$ cat src/rtl/id_stage_pipe_if.sv
// ---------------------------------------------------------------------------
// id_stage_pipe_if
// Bundles every non-clock/reset signal of the ID stage: the fetch-side offer
// handshake, the flush request, the register-file write-back port and the
// ID/EX pipeline register outputs with their consumer handshake.
//   slave  : the ID stage itself (takes the offer, drives ex_*)
//   master : the surrounding pipeline / testbench
// ---------------------------------------------------------------------------
interface id_stage_pipe_if #(
  parameter int XLEN = 32
);
  // fetch side
  logic            if_valid;
  logic            if_ready;
  logic [31:0]     if_inst;
  logic [XLEN-1:0] if_pc;
  // control
  logic            flush;
  // write-back port
  logic            wb_we;
  logic [4:0]      wb_rd;
  logic [XLEN-1:0] wb_data;
  // execute side
  logic            ex_valid;
  logic            ex_ready;
  logic [XLEN-1:0] ex_pc;
  logic [XLEN-1:0] ex_rs1_val;
  logic [XLEN-1:0] ex_rs2_val;
  logic [XLEN-1:0] ex_imm;
  logic [4:0]      ex_rd;
  logic [4:0]      ex_rs1;
  logic [4:0]      ex_rs2;
  logic [11:0]     ex_ctrl;
  logic            ex_illegal;

  modport slave (
    input  if_valid, if_inst, if_pc, flush, wb_we, wb_rd, wb_data, ex_ready,
    output if_ready, ex_valid, ex_pc, ex_rs1_val, ex_rs2_val, ex_imm,
           ex_rd, ex_rs1, ex_rs2, ex_ctrl, ex_illegal
  );

  modport master (
    output if_valid, if_inst, if_pc, flush, wb_we, wb_rd, wb_data, ex_ready,
    input  if_ready, ex_valid, ex_pc, ex_rs1_val, ex_rs2_val, ex_imm,
           ex_rd, ex_rs1, ex_rs2, ex_ctrl, ex_illegal
  );
endinterface

$ cat src/rtl/id_stage_pipe.sv
// ---------------------------------------------------------------------------
// id_stage_pipe
// Handshaked RV32I/E decode stage. Decodes the offered instruction, reads
// the internal register file (optional same-cycle write-back bypass),
// detects load-use hazards against the instruction held in ID/EX and
// registers the result into a valid/ready ID/EX register with stall/flush.
// Ports:
//   clk    rising-edge clock
//   reset  asynchronous, active-low reset
//   bus    id_stage_pipe_if.slave: if_* offer, flush, wb_* write port,
//          ex_* pipeline register outputs and ex_ready
// ex_ctrl = {mem_read, mem_write, reg_write, alu_src,
//            mem_to_reg[1:0], jump[1:0], alu_op[3:0]}
// ---------------------------------------------------------------------------
module id_stage_pipe #(
  parameter int XLEN   = 32,
  parameter int NREGS  = 32,
  parameter int BYPASS = 1
) (
  input  logic               clk,
  input  logic               reset,
  id_stage_pipe_if.slave     bus
);

  localparam int         REG_AW  = (NREGS > 1) ? $clog2(NREGS) : 1;
  localparam logic [5:0] NREGS_L = 6'(NREGS);

  localparam logic [6:0] OP_LUI    = 7'b0110111;
  localparam logic [6:0] OP_AUIPC  = 7'b0010111;
  localparam logic [6:0] OP_JAL    = 7'b1101111;
  localparam logic [6:0] OP_JALR   = 7'b1100111;
  localparam logic [6:0] OP_BRANCH = 7'b1100011;
  localparam logic [6:0] OP_LOAD   = 7'b0000011;
  localparam logic [6:0] OP_STORE  = 7'b0100011;
  localparam logic [6:0] OP_IMM    = 7'b0010011;
  localparam logic [6:0] OP_REG    = 7'b0110011;

  typedef struct packed {
    logic [XLEN-1:0] pc;
    logic [XLEN-1:0] rs1_val;
    logic [XLEN-1:0] rs2_val;
    logic [XLEN-1:0] imm;
    logic [4:0]      rd;
    logic [4:0]      rs1;
    logic [4:0]      rs2;
    logic [11:0]     ctrl;
    logic            illegal;
  } ex_t;

  // -------------------------------------------------------------------------
  // Register file
  // -------------------------------------------------------------------------
  logic [XLEN-1:0] regs_q [NREGS];
  logic [XLEN-1:0] regs_d [NREGS];
  logic            wr_en;

  // x0 and out-of-range indices are never written; without the range check
  // a RV32E write to x17 would alias onto x1 through index truncation.
  assign wr_en = bus.wb_we && (bus.wb_rd != 5'd0) && ({1'b0, bus.wb_rd} < NREGS_L);

  always_comb begin
    regs_d = regs_q;
    if (wr_en) regs_d[bus.wb_rd[REG_AW-1:0]] = bus.wb_data;
  end

  always_ff @(posedge clk or negedge reset) begin
    if (!reset) regs_q <= '{default: '0};
    else        regs_q <= regs_d;
  end

  // -------------------------------------------------------------------------
  // Decode
  // -------------------------------------------------------------------------
  logic [31:0] inst;
  logic [6:0]  opcode;
  logic [2:0]  f3;
  logic [4:0]  rs1_idx, rs2_idx, rd_idx;
  logic [31:0] imm_i, imm_s, imm_b, imm_u, imm_j, imm32;
  logic        known, uses_rs1, uses_rs2, uses_rd;
  logic        mem_read, mem_write, reg_write, alu_src;
  logic [1:0]  mem_to_reg, jump;
  logic [3:0]  alu_op;
  logic        idx_bad, illegal;
  logic [11:0] ctrl;

  assign inst    = bus.if_inst;
  assign opcode  = inst[6:0];
  assign f3      = inst[14:12];
  assign rd_idx  = inst[11:7];
  assign rs1_idx = inst[19:15];
  assign rs2_idx = inst[24:20];

  assign imm_i = {{20{inst[31]}}, inst[31:20]};
  assign imm_s = {{20{inst[31]}}, inst[31:25], inst[11:7]};
  assign imm_b = {{19{inst[31]}}, inst[31], inst[7], inst[30:25], inst[11:8], 1'b0};
  assign imm_u = {inst[31:12], 12'b0};
  assign imm_j = {{11{inst[31]}}, inst[31], inst[19:12], inst[20], inst[30:21], 1'b0};

  always_comb begin
    known      = 1'b1;
    uses_rs1   = 1'b0;
    uses_rs2   = 1'b0;
    uses_rd    = 1'b0;
    imm32      = '0;
    mem_read   = 1'b0;
    mem_write  = 1'b0;
    reg_write  = 1'b0;
    alu_src    = 1'b0;
    mem_to_reg = 2'b00;
    jump       = 2'b00;
    alu_op     = {1'b0, f3};
    case (opcode)
      OP_LUI, OP_AUIPC: begin
        uses_rd = 1'b1; reg_write = 1'b1; alu_src = 1'b1; imm32 = imm_u;
      end
      OP_JAL: begin
        uses_rd = 1'b1; reg_write = 1'b1; alu_src = 1'b1;
        mem_to_reg = 2'b10; jump = 2'b01; imm32 = imm_j;
      end
      OP_JALR: begin
        uses_rs1 = 1'b1; uses_rd = 1'b1; reg_write = 1'b1; alu_src = 1'b1;
        mem_to_reg = 2'b10; jump = 2'b10; imm32 = imm_i;
      end
      OP_BRANCH: begin
        uses_rs1 = 1'b1; uses_rs2 = 1'b1; jump = 2'b11; imm32 = imm_b;
      end
      OP_LOAD: begin
        uses_rs1 = 1'b1; uses_rd = 1'b1; mem_read = 1'b1; reg_write = 1'b1;
        alu_src = 1'b1; mem_to_reg = 2'b01; imm32 = imm_i;
      end
      OP_STORE: begin
        uses_rs1 = 1'b1; uses_rs2 = 1'b1; mem_write = 1'b1; alu_src = 1'b1;
        imm32 = imm_s;
      end
      OP_IMM: begin
        uses_rs1 = 1'b1; uses_rd = 1'b1; reg_write = 1'b1; alu_src = 1'b1;
        imm32 = imm_i;
        // only the right shifts use bit 30 to pick arithmetic vs logical
        if (f3 == 3'b101) alu_op[3] = inst[30];
      end
      OP_REG: begin
        uses_rs1 = 1'b1; uses_rs2 = 1'b1; uses_rd = 1'b1; reg_write = 1'b1;
        alu_op[3] = inst[30];
      end
      default: known = 1'b0;
    endcase
  end

  // Only fields the format actually uses are range-checked, otherwise
  // immediate bits sitting in a register slot would flag RV32E code.
  always_comb begin
    idx_bad = (uses_rs1 && ({1'b0, rs1_idx} >= NREGS_L)) ||
              (uses_rs2 && ({1'b0, rs2_idx} >= NREGS_L)) ||
              (uses_rd  && ({1'b0, rd_idx}  >= NREGS_L));
    illegal = !known || idx_bad;
    ctrl    = illegal ? 12'h000
                      : {mem_read, mem_write, reg_write, alu_src, mem_to_reg, jump, alu_op};
  end

  // -------------------------------------------------------------------------
  // Operand read with optional write-back bypass
  // -------------------------------------------------------------------------
  logic            rs1_ok, rs2_ok, rs1_hit, rs2_hit;
  logic [XLEN-1:0] rs1_val, rs2_val;

  always_comb begin
    rs1_ok  = uses_rs1 && (rs1_idx != 5'd0) && ({1'b0, rs1_idx} < NREGS_L);
    rs2_ok  = uses_rs2 && (rs2_idx != 5'd0) && ({1'b0, rs2_idx} < NREGS_L);
    rs1_hit = (BYPASS != 0) && wr_en && (bus.wb_rd == rs1_idx);
    rs2_hit = (BYPASS != 0) && wr_en && (bus.wb_rd == rs2_idx);
    rs1_val = '0;
    rs2_val = '0;
    if (rs1_ok) rs1_val = rs1_hit ? bus.wb_data : regs_q[rs1_idx[REG_AW-1:0]];
    if (rs2_ok) rs2_val = rs2_hit ? bus.wb_data : regs_q[rs2_idx[REG_AW-1:0]];
  end

  // -------------------------------------------------------------------------
  // ID/EX pipeline register
  // -------------------------------------------------------------------------
  ex_t  ex_q, ex_d, dec_ex;
  logic valid_q, valid_d;
  logic stall, if_ready, accept;

  always_comb begin
    // load result is not available until after MEM, so a dependent
    // instruction must wait one cycle behind a bubble
    stall = valid_q && ex_q.ctrl[11] && (ex_q.rd != 5'd0) &&
            ((uses_rs1 && (ex_q.rd == rs1_idx)) || (uses_rs2 && (ex_q.rd == rs2_idx)));
    if_ready = (!valid_q || bus.ex_ready) && !stall && !bus.flush;
    accept   = bus.if_valid && if_ready;

    dec_ex.pc      = bus.if_pc;
    dec_ex.rs1_val = rs1_val;
    dec_ex.rs2_val = rs2_val;
    dec_ex.imm     = XLEN'($signed(imm32));
    dec_ex.rd      = uses_rd  ? rd_idx  : 5'd0;
    dec_ex.rs1     = uses_rs1 ? rs1_idx : 5'd0;
    dec_ex.rs2     = uses_rs2 ? rs2_idx : 5'd0;
    dec_ex.ctrl    = ctrl;
    dec_ex.illegal = illegal;

    valid_d = valid_q;
    ex_d    = ex_q;
    if (bus.flush) begin
      valid_d = 1'b0;
      ex_d    = '0;
    end else if (accept) begin
      valid_d = 1'b1;
      ex_d    = dec_ex;
    end else if (!valid_q || bus.ex_ready) begin
      // drained or stalled: the register holds an all-zero bubble
      valid_d = 1'b0;
      ex_d    = '0;
    end
  end

  always_ff @(posedge clk or negedge reset) begin
    if (!reset) begin
      valid_q <= 1'b0;
      ex_q    <= '0;
    end else begin
      valid_q <= valid_d;
      ex_q    <= ex_d;
    end
  end

  assign bus.if_ready   = if_ready;
  assign bus.ex_valid   = valid_q;
  assign bus.ex_pc      = ex_q.pc;
  assign bus.ex_rs1_val = ex_q.rs1_val;
  assign bus.ex_rs2_val = ex_q.rs2_val;
  assign bus.ex_imm     = ex_q.imm;
  assign bus.ex_rd      = ex_q.rd;
  assign bus.ex_rs1     = ex_q.rs1;
  assign bus.ex_rs2     = ex_q.rs2;
  assign bus.ex_ctrl    = ex_q.ctrl;
  assign bus.ex_illegal = ex_q.illegal;

endmodule

$ cat src/flat_wrapper.sv
// flat-port wrapper written by rule: the top's interface ports become plain ports
module id_stage_pipe_flat 
#(
  parameter int XLEN   = 32,
  parameter int NREGS  = 32,
  parameter int BYPASS = 1
)
  (clk, reset, bus_if_valid, bus_if_inst, bus_if_pc, bus_flush, bus_wb_we, bus_wb_rd, bus_wb_data, bus_ex_ready, bus_if_ready, bus_ex_valid, bus_ex_pc, bus_ex_rs1_val, bus_ex_rs2_val, bus_ex_imm, bus_ex_rd, bus_ex_rs1, bus_ex_rs2, bus_ex_ctrl, bus_ex_illegal);
  id_stage_pipe_if #(.XLEN(XLEN)) bus_i ();
  input  logic clk;
  input  logic reset;
  input wire logic [$bits(bus_i.if_valid)-1:0] bus_if_valid;
  input wire logic [$bits(bus_i.if_inst)-1:0] bus_if_inst;
  input wire logic [$bits(bus_i.if_pc)-1:0] bus_if_pc;
  input wire logic [$bits(bus_i.flush)-1:0] bus_flush;
  input wire logic [$bits(bus_i.wb_we)-1:0] bus_wb_we;
  input wire logic [$bits(bus_i.wb_rd)-1:0] bus_wb_rd;
  input wire logic [$bits(bus_i.wb_data)-1:0] bus_wb_data;
  input wire logic [$bits(bus_i.ex_ready)-1:0] bus_ex_ready;
  output wire logic [$bits(bus_i.if_ready)-1:0] bus_if_ready;
  output wire logic [$bits(bus_i.ex_valid)-1:0] bus_ex_valid;
  output wire logic [$bits(bus_i.ex_pc)-1:0] bus_ex_pc;
  output wire logic [$bits(bus_i.ex_rs1_val)-1:0] bus_ex_rs1_val;
  output wire logic [$bits(bus_i.ex_rs2_val)-1:0] bus_ex_rs2_val;
  output wire logic [$bits(bus_i.ex_imm)-1:0] bus_ex_imm;
  output wire logic [$bits(bus_i.ex_rd)-1:0] bus_ex_rd;
  output wire logic [$bits(bus_i.ex_rs1)-1:0] bus_ex_rs1;
  output wire logic [$bits(bus_i.ex_rs2)-1:0] bus_ex_rs2;
  output wire logic [$bits(bus_i.ex_ctrl)-1:0] bus_ex_ctrl;
  output wire logic [$bits(bus_i.ex_illegal)-1:0] bus_ex_illegal;
  assign bus_i.if_valid = bus_if_valid;
  assign bus_i.if_inst = bus_if_inst;
  assign bus_i.if_pc = bus_if_pc;
  assign bus_i.flush = bus_flush;
  assign bus_i.wb_we = bus_wb_we;
  assign bus_i.wb_rd = bus_wb_rd;
  assign bus_i.wb_data = bus_wb_data;
  assign bus_i.ex_ready = bus_ex_ready;
  assign bus_if_ready = bus_i.if_ready;
  assign bus_ex_valid = bus_i.ex_valid;
  assign bus_ex_pc = bus_i.ex_pc;
  assign bus_ex_rs1_val = bus_i.ex_rs1_val;
  assign bus_ex_rs2_val = bus_i.ex_rs2_val;
  assign bus_ex_imm = bus_i.ex_imm;
  assign bus_ex_rd = bus_i.ex_rd;
  assign bus_ex_rs1 = bus_i.ex_rs1;
  assign bus_ex_rs2 = bus_i.ex_rs2;
  assign bus_ex_ctrl = bus_i.ex_ctrl;
  assign bus_ex_illegal = bus_i.ex_illegal;
  id_stage_pipe #(.XLEN(XLEN), .NREGS(NREGS), .BYPASS(BYPASS)) u_core (.clk(clk), .reset(reset), .bus(bus_i));
endmodule
$ cat config.mk
export PLATFORM = sky130hd
export DESIGN_NAME = id_stage_pipe_flat
export DESIGN_NICKNAME = d
export VERILOG_FILES = /design/src/rtl/id_stage_pipe_if.sv /design/src/rtl/id_stage_pipe.sv /design/src/flat_wrapper.sv
export SDC_FILE = /design/constraint.sdc
export NUM_CORES = 2
export LEC_CHECK = 0
export ABC_AREA = 0
export BUFFER_PORTS_ARGS = -buffer_cell sky130_fd_sc_hd__buf_4
export CAP_MARGIN = 20
export CORE_MARGIN = 2
export CORE_UTILIZATION = 45
export DETAILED_ROUTE_END_ITERATION = 6
export PLACE_DENSITY = 0.72
export SLEW_MARGIN = 15
export SYNTH_ARGS = -nofsm -noshare
export SYNTH_HDL_FRONTEND = slang
export SYNTH_SLANG_ARGS = --single-unit
export TNS_END_PERCENT = 50
$ cat constraint.sdc
create_clock -name clk -period 5.4 [get_ports clk]
set_clock_uncertainty 0.1 [all_clocks]
set_input_delay 0.54 -clock clk [delete_from_list [all_inputs] [get_ports clk]]
set_output_delay 0.54 -clock clk [all_outputs]
set_load 0.02 [all_outputs]
* After elaboration in Yosys (flattened, before gate mapping)
Cells that the tools add are included.
W data, S select, Z words.
** Storage, ports and cells
- Flip-flop bits (word level) :: 1181
- Bits of input ports :: 107
- Output and inout bits :: 158
** Operators by class
- $lt $le $gt $ge :: 4
- Equality and inequality tests :: 14
- Muxes and demuxes :: 35
- Bitwise logic cells :: 3
- Reduce and logical (&&, ||, !) cells :: 33
** Operator list (count)
- $bwmux W1024 :: 1
- $mux W156 :: 3
- $bmux W32 S5 :: 2
- $mux W32 :: 9
- $demux W32 S5 :: 1
- $pmux W32 S5 :: 1
- $eq A7 B6 Y1 const B :: 3
- $eq A7 B7 Y1 const B :: 3
- $eq A5 B5 Y1 :: 4
- $reduce_bool A5 Y1 :: 4
- $ge A6 B6 Y1 const B :: 3
- $not A5 Y6 :: 3
- $mux W5 :: 3
- $eq A7 B5 Y1 const B :: 2
- $logic_and A1 B1 Y1 :: 14
- $reduce_or A7 Y1 :: 2
- $mux W12 :: 1
- $mux W1 :: 11
- $reduce_or A9 Y1 :: 1
- $eq A7 B2 Y1 const B :: 1
- $lt A6 B1 Y1 const B :: 1
- $pmux W2 S3 :: 1
- $reduce_or A3 Y1 :: 2
- $reduce_or A6 Y1 :: 1
- other kinds (7) :: 12

* Depth between registers and ports, before layout
- Word-level depth :: 12
- Mapped depth :: 10

* Worst setup path before layout
No wires, ideal clock.
- Path kind :: input port to flip-flop
- Start :: in bus_if_inst[21]
- End :: reg u_core.ex_q, in the netlist u_core.bus.ex_rs2_val[19]
- Library setup time :: 133 ps
- Arrival :: 2495 ps
- Path slack :: 2672 ps
- Stages on the path :: 8
- Path buffers :: 3
- Path through :: buf_2 buf_2 buf_1 mux4_2 mux2i_1 o22ai_1 a21oi_1 o21ai_0
** Between the ends
- Word-level cells in the longest chain between the ends :: 10
** Ends and longest elaborated chain
- start, declared :: line flat_wrapper.sv:13 : input wire logic [$bits(bus_i.if_inst)-1:0] bus_if_inst;
- parallel branches: the longest is 10 deep, another holds $mux W156
- end signal, assigned :: line id_stage_pipe.sv:220 : ex_q <= '0;
- end signal, assigned :: line id_stage_pipe.sv:223 : ex_q <= ex_d;
- end, declared :: line id_stage_pipe.sv:180 : ex_t ex_q, ex_d, dec_ex;
Several ways; the timed one is not identified. The select of a mux whose other input is x is not followed.
A chain may end at the register's enable or synchronous reset.

* Worst setup path in the final report
- Start :: reg u_core.ex_q, in the netlist u_core.bus.ex_rd[3]
- End :: out bus_if_ready
** Between the ends
- Word-level cells in the longest chain between the ends :: 7
** Ends and longest elaborated chain
- $eq A5 B5 Y1 :: line id_stage_pipe.sv:188 : ((uses_rs1 && (ex_q.rd == rs1_idx)) || (uses_rs2 && (ex_q.rd == rs2_idx)));
- $logic_and A1 B1 Y1 :: line id_stage_pipe.sv:188
- $logic_or A1 B1 Y1 :: line id_stage_pipe.sv:188
- $logic_and A1 B1 Y1 (*) :: line id_stage_pipe.sv:187 : stall = valid_q && ex_q.ctrl[11] && (ex_q.rd != 5'd0) &&
- $logic_not A1 Y1 (*) :: line id_stage_pipe.sv:189 : if_ready = (!valid_q || bus.ex_ready) && !stall && !bus.flush;
- $logic_and A1 B1 Y1 (*) (2 in series) :: line id_stage_pipe.sv:189
- end, declared :: line flat_wrapper.sv:20 : output wire logic [$bits(bus_i.if_ready)-1:0] bus_if_ready;
Every way passes the cells marked *; elsewhere a longest branch is shown, timed or not.

==> impl_metrics.py <==
metrics = {
    "cts": {
        "h-tree-depth": 3,
        "path_clk_slew_ps": 70,
        "cts_buffer_depth": 3,
        "postCtsSetupBuffers": 0,
        "cts_buffers": 118,
        "clock-sinks": 1181,
        "ctsRootBufferMaster": "clkbuf_16",
        "cts_tree": "yes",
        "clock_latency_ps": 760,
    },
    "worst_setup_path": {
        "crit_required_ps": 4760,
        "path_max_fanout": 5,
        "startpoint": "u_core.bus.ex_rd[3]",
        "cp-end-kind": "primary output",
        "reg2reg_slack_ps": 2200,
        "crit_path_end": "bus_if_ready",
        "arrival_ps": 2590,
        "r2r_start": "u_core.bus.ex_rd[3]",
        "r2r_end": "u_core.bus.ex_rs2_val[18]",
        "worstSetupPathType": "register to primary output",
        "reg2regPathDepth": 7,
        "cp-start-kind": "register",
    },
    "routing": {
        "postRouteAntennaNets": 0,
        "drc": 0,
        "wl_per_cell_um": 30.90,
        "wirelength_um": 193000,
        "vias_per_cell": 6.572,
        "drt_pass1_iterations": 6,
        "drt_iter0_markers": 3946,
        "vias": 41050,
    },
    "synthesis": {
        "synthArstFlopShare": 1.000,
        "yosysMostFrequentCell": "dfrtp_1",
        "ys_warn_count": 0,
        "synth_edf_count": 0,
        "syn_inst": 4295,
        "avgSynthCellArea_um2": 14.19,
        "netlist.area_leader.share": 0.4848,
        "synth_commonest_cells": "dfrtp_1 (1181), mux2_2 (992), mux4_2 (432)",
        "ys_seq_area_frac": 0.4848,
        "ys_seq_elements": 1181,
        "synth_flop_cell": "dfrtp_1",
        "synth_area_um2": 60960,
        "synth.area.top_cells": "dfrtp_1 (48%), mux2_2 (18%), mux4_2 (16%)",
        "syn_nets": 4402,
        "synth_top_cell_by_area": "dfrtp_1",
        "synth.distinct_cells": 56,
    },
    "grt": {
        "grt_pass1_wl_um": 282800,
        "grt_util_met1": 0.3794,
        "grt_pass1_vias": 41580,
        "track_usage": 0.2781,
        "grt_overflow": 0,
        "grtUsageMet3": 0.06883,
        "top_usage_layer": "met2",
        "grt_use_met2": 0.4237,
        "antenna_found_initial": 5,
        "grt_start_max_net_pins": 145,
    },
    "floorplan": {
        "start_util": 0.4517,
        "num_rows": 135,
        "io_pins": 265,
        "die_y_um": 372.1,
        "die_w_um": 372.1,
        "die_area_um2": 138400,
        "core_um2": 135000,
    },
    "cells_and_area": {
        "multi_input_area_um2": 29720,
        "design_area_um2": 69190,
        "drive_gt1_frac": 0.4617,
        "area_delta_synth_final_pct": 13.51,
        "fillers": 11090,
        "regArea_um2": 29550,
        "fin_nets": 4471,
    },
    "placed_design": {
        "dpl_cell_area_um2": 64610,
        "portBuffers": 264,
        "place_hpwl_um": 111400,
        "finalWeightedCongestion": 0.8504,
    },
    "timing": {
        "rsz0062_at_grt": "false",
        "fin_tns_setup_ps": 0,
        "period_needed_ps": 3232,
        "drv_slew": 0,
        "fin_crit_sh": 0.5985,
        "fmaxAchievable_mhz": 309.4,
        "final_hold_viol_count": 0,
        "worst_pin_slew_ps": 1198,
        "setup_viol_count_final": 0,
        "slew_headroom": 0.1984,
    },
    "power_and_ir_drop": {
        "leakage_uw": 0.03043,
        "vdd_drop_max_uv": 243.0,
        "pwr_density_cell_nw_per_um2": 355.9,
    },
    "min_path": {
        "worstHoldPathType": "input pin to register",
    },
    "run_status": {
        "status": "finished, final reports clean",
    },
    "run": {
        "cap_violations": 0,
    },
}
[sequential cells by signal (all words and copies together) (netlist names)]
name	flops
u_core.regs_q	1024
u_core.bus.ex_imm	32
u_core.bus.ex_pc	32
u_core.bus.ex_rs1_val	32
u_core.bus.ex_rs2_val	32
u_core.bus.ex_ctrl	12
u_core.bus.ex_rd	5
u_core.bus.ex_rs1	5
u_core.bus.ex_rs2	5
u_core.bus.ex_illegal	1
u_core.bus.ex_valid	1
[layer usage]
layer | routed length [um] | up-vias | share of wire
met3 | 19400 | 475 | 0.10
met2 | 87100 | 2114 | 0.45
met5 | 22 | - | 0.00011
met1 | 77800 | 21890 | 0.40
li1 | - | 16560 | -
met4 | 8651 | 4 | 0.045
[power by group]
group | switching, uW | internal [uW] | total, uW
combinational | 1850 | 2720 | 4570
clock | 3630 | 4990 | 8620
sequential | 1110 | 10300 | 11400
total | 6580 | 18000 | 24600
[cell type report]
type,count,share of cell area
well taps,1781,0.03221
clock buffers,180,0.05186
diodes,3,0.0001085
inverters,1,0.00005425
clock inverters,38,0.006799
multi-input cells,2640,0.4295
flip-flops and latches,1181,0.4271
repair buffers,422,0.05237
[cell families after synthesis]
logic type,synth area share
muxes,0.3905
DFF,0.4848
AOI/OAI and AO/OA,0.06357
buffers and inverters,0.03075
and+or+nand+nor,0.02738
xor gates and xnor gates,0.003017
[metrics by stage]
step | util | power (uW) | cells | hold WS, ps | setup slack (ps)
5_1_grt | 0.5126 | 25570 | 6243 | 77.17 | 2065
4_1_cts | 0.5125 | 24660 | 6242 | 16.31 | 2141
3_5_place_dp | 0.4787 | 16050 | 5974 | 284.3 | 1822
3_3_place_gp | 0.4784 | 15840 | 5972 | 279.9 | 1873
2_1_floorplan | - | 14650 | 4295 | 144.4 | 2672
6_report | 0.5127 | 24620 | 6246 | 72.13 | 2168
[critical path, stage by stage (launching register included)]
cell	delay, ps
dfrtp_1	460
or4_1	550
o211ai_2	220
nor4_1	70
nor2_1	180
and3b_1	210
buf_4	160
[repair_timing]
item                      4_1_cts  5_1_grt
gates resized for setup         0        0
hold buffers                   50        0
hold endpoints to repair      123        0
[layout by cell type (no fill, tap or decap), types with 7 or more instances in the layout]
| cell type | count |
|---|---|
| clkbuf_16 | 120 |
| buf_12 | 20 |
| nor2b_1 | 39 |
| mux4_2 | 432 |
| nand2_1 | 109 |
| a22oi_1 | 79 |
| a22o_1 | 64 |
| buf_4 | 342 |
| nand3_1 | 17 |
| o31ai_2 | 20 |
| o22a_1 | 12 |
| dlygate4sd3_1 | 50 |
| a31oi_1 | 7 |
| a211oi_1 | 32 |
| clkbuf_1 | 24 |
| clkbuf_8 | 36 |
| nor2_1 | 66 |
| nor2_4 | 13 |
| o211ai_1 | 27 |
| a221oi_1 | 22 |
| mux2_2 | 992 |
| mux2i_1 | 290 |
| nor3_1 | 16 |
| buf_8 | 7 |
| a21oi_1 | 127 |
| nand2_2 | 15 |
| o311a_1 | 9 |
| dfrtp_1 | 1181 |
| bufinv_16 | 9 |
| o21ai_0 | 78 |
| xnor2_1 | 15 |
| o22ai_1 | 55 |
| clkinv_2 | 15 |
| or3_1 | 11 |
[worst min path at each step]
stage                   startpoint                    end  slack [ps]  depth (start not counted)
3_3_place_gp   u_core.regs_q[1017]    u_core.regs_q[1017]         280                          0
4_1_cts             bus_if_inst[2]  u_core.bus.ex_ctrl[7]          20                          2
3_5_place_dp   u_core.regs_q[1006]    u_core.regs_q[1006]         280                          0
6_report            bus_if_inst[2]  u_core.bus.ex_ctrl[7]          70                          2
2_1_floorplan                reset  u_core.bus.ex_ctrl[0]         140                          0
5_1_grt             bus_if_inst[2]  u_core.bus.ex_ctrl[7]          80                          2
No activity file was read; power rests on OpenSTA's default activity.
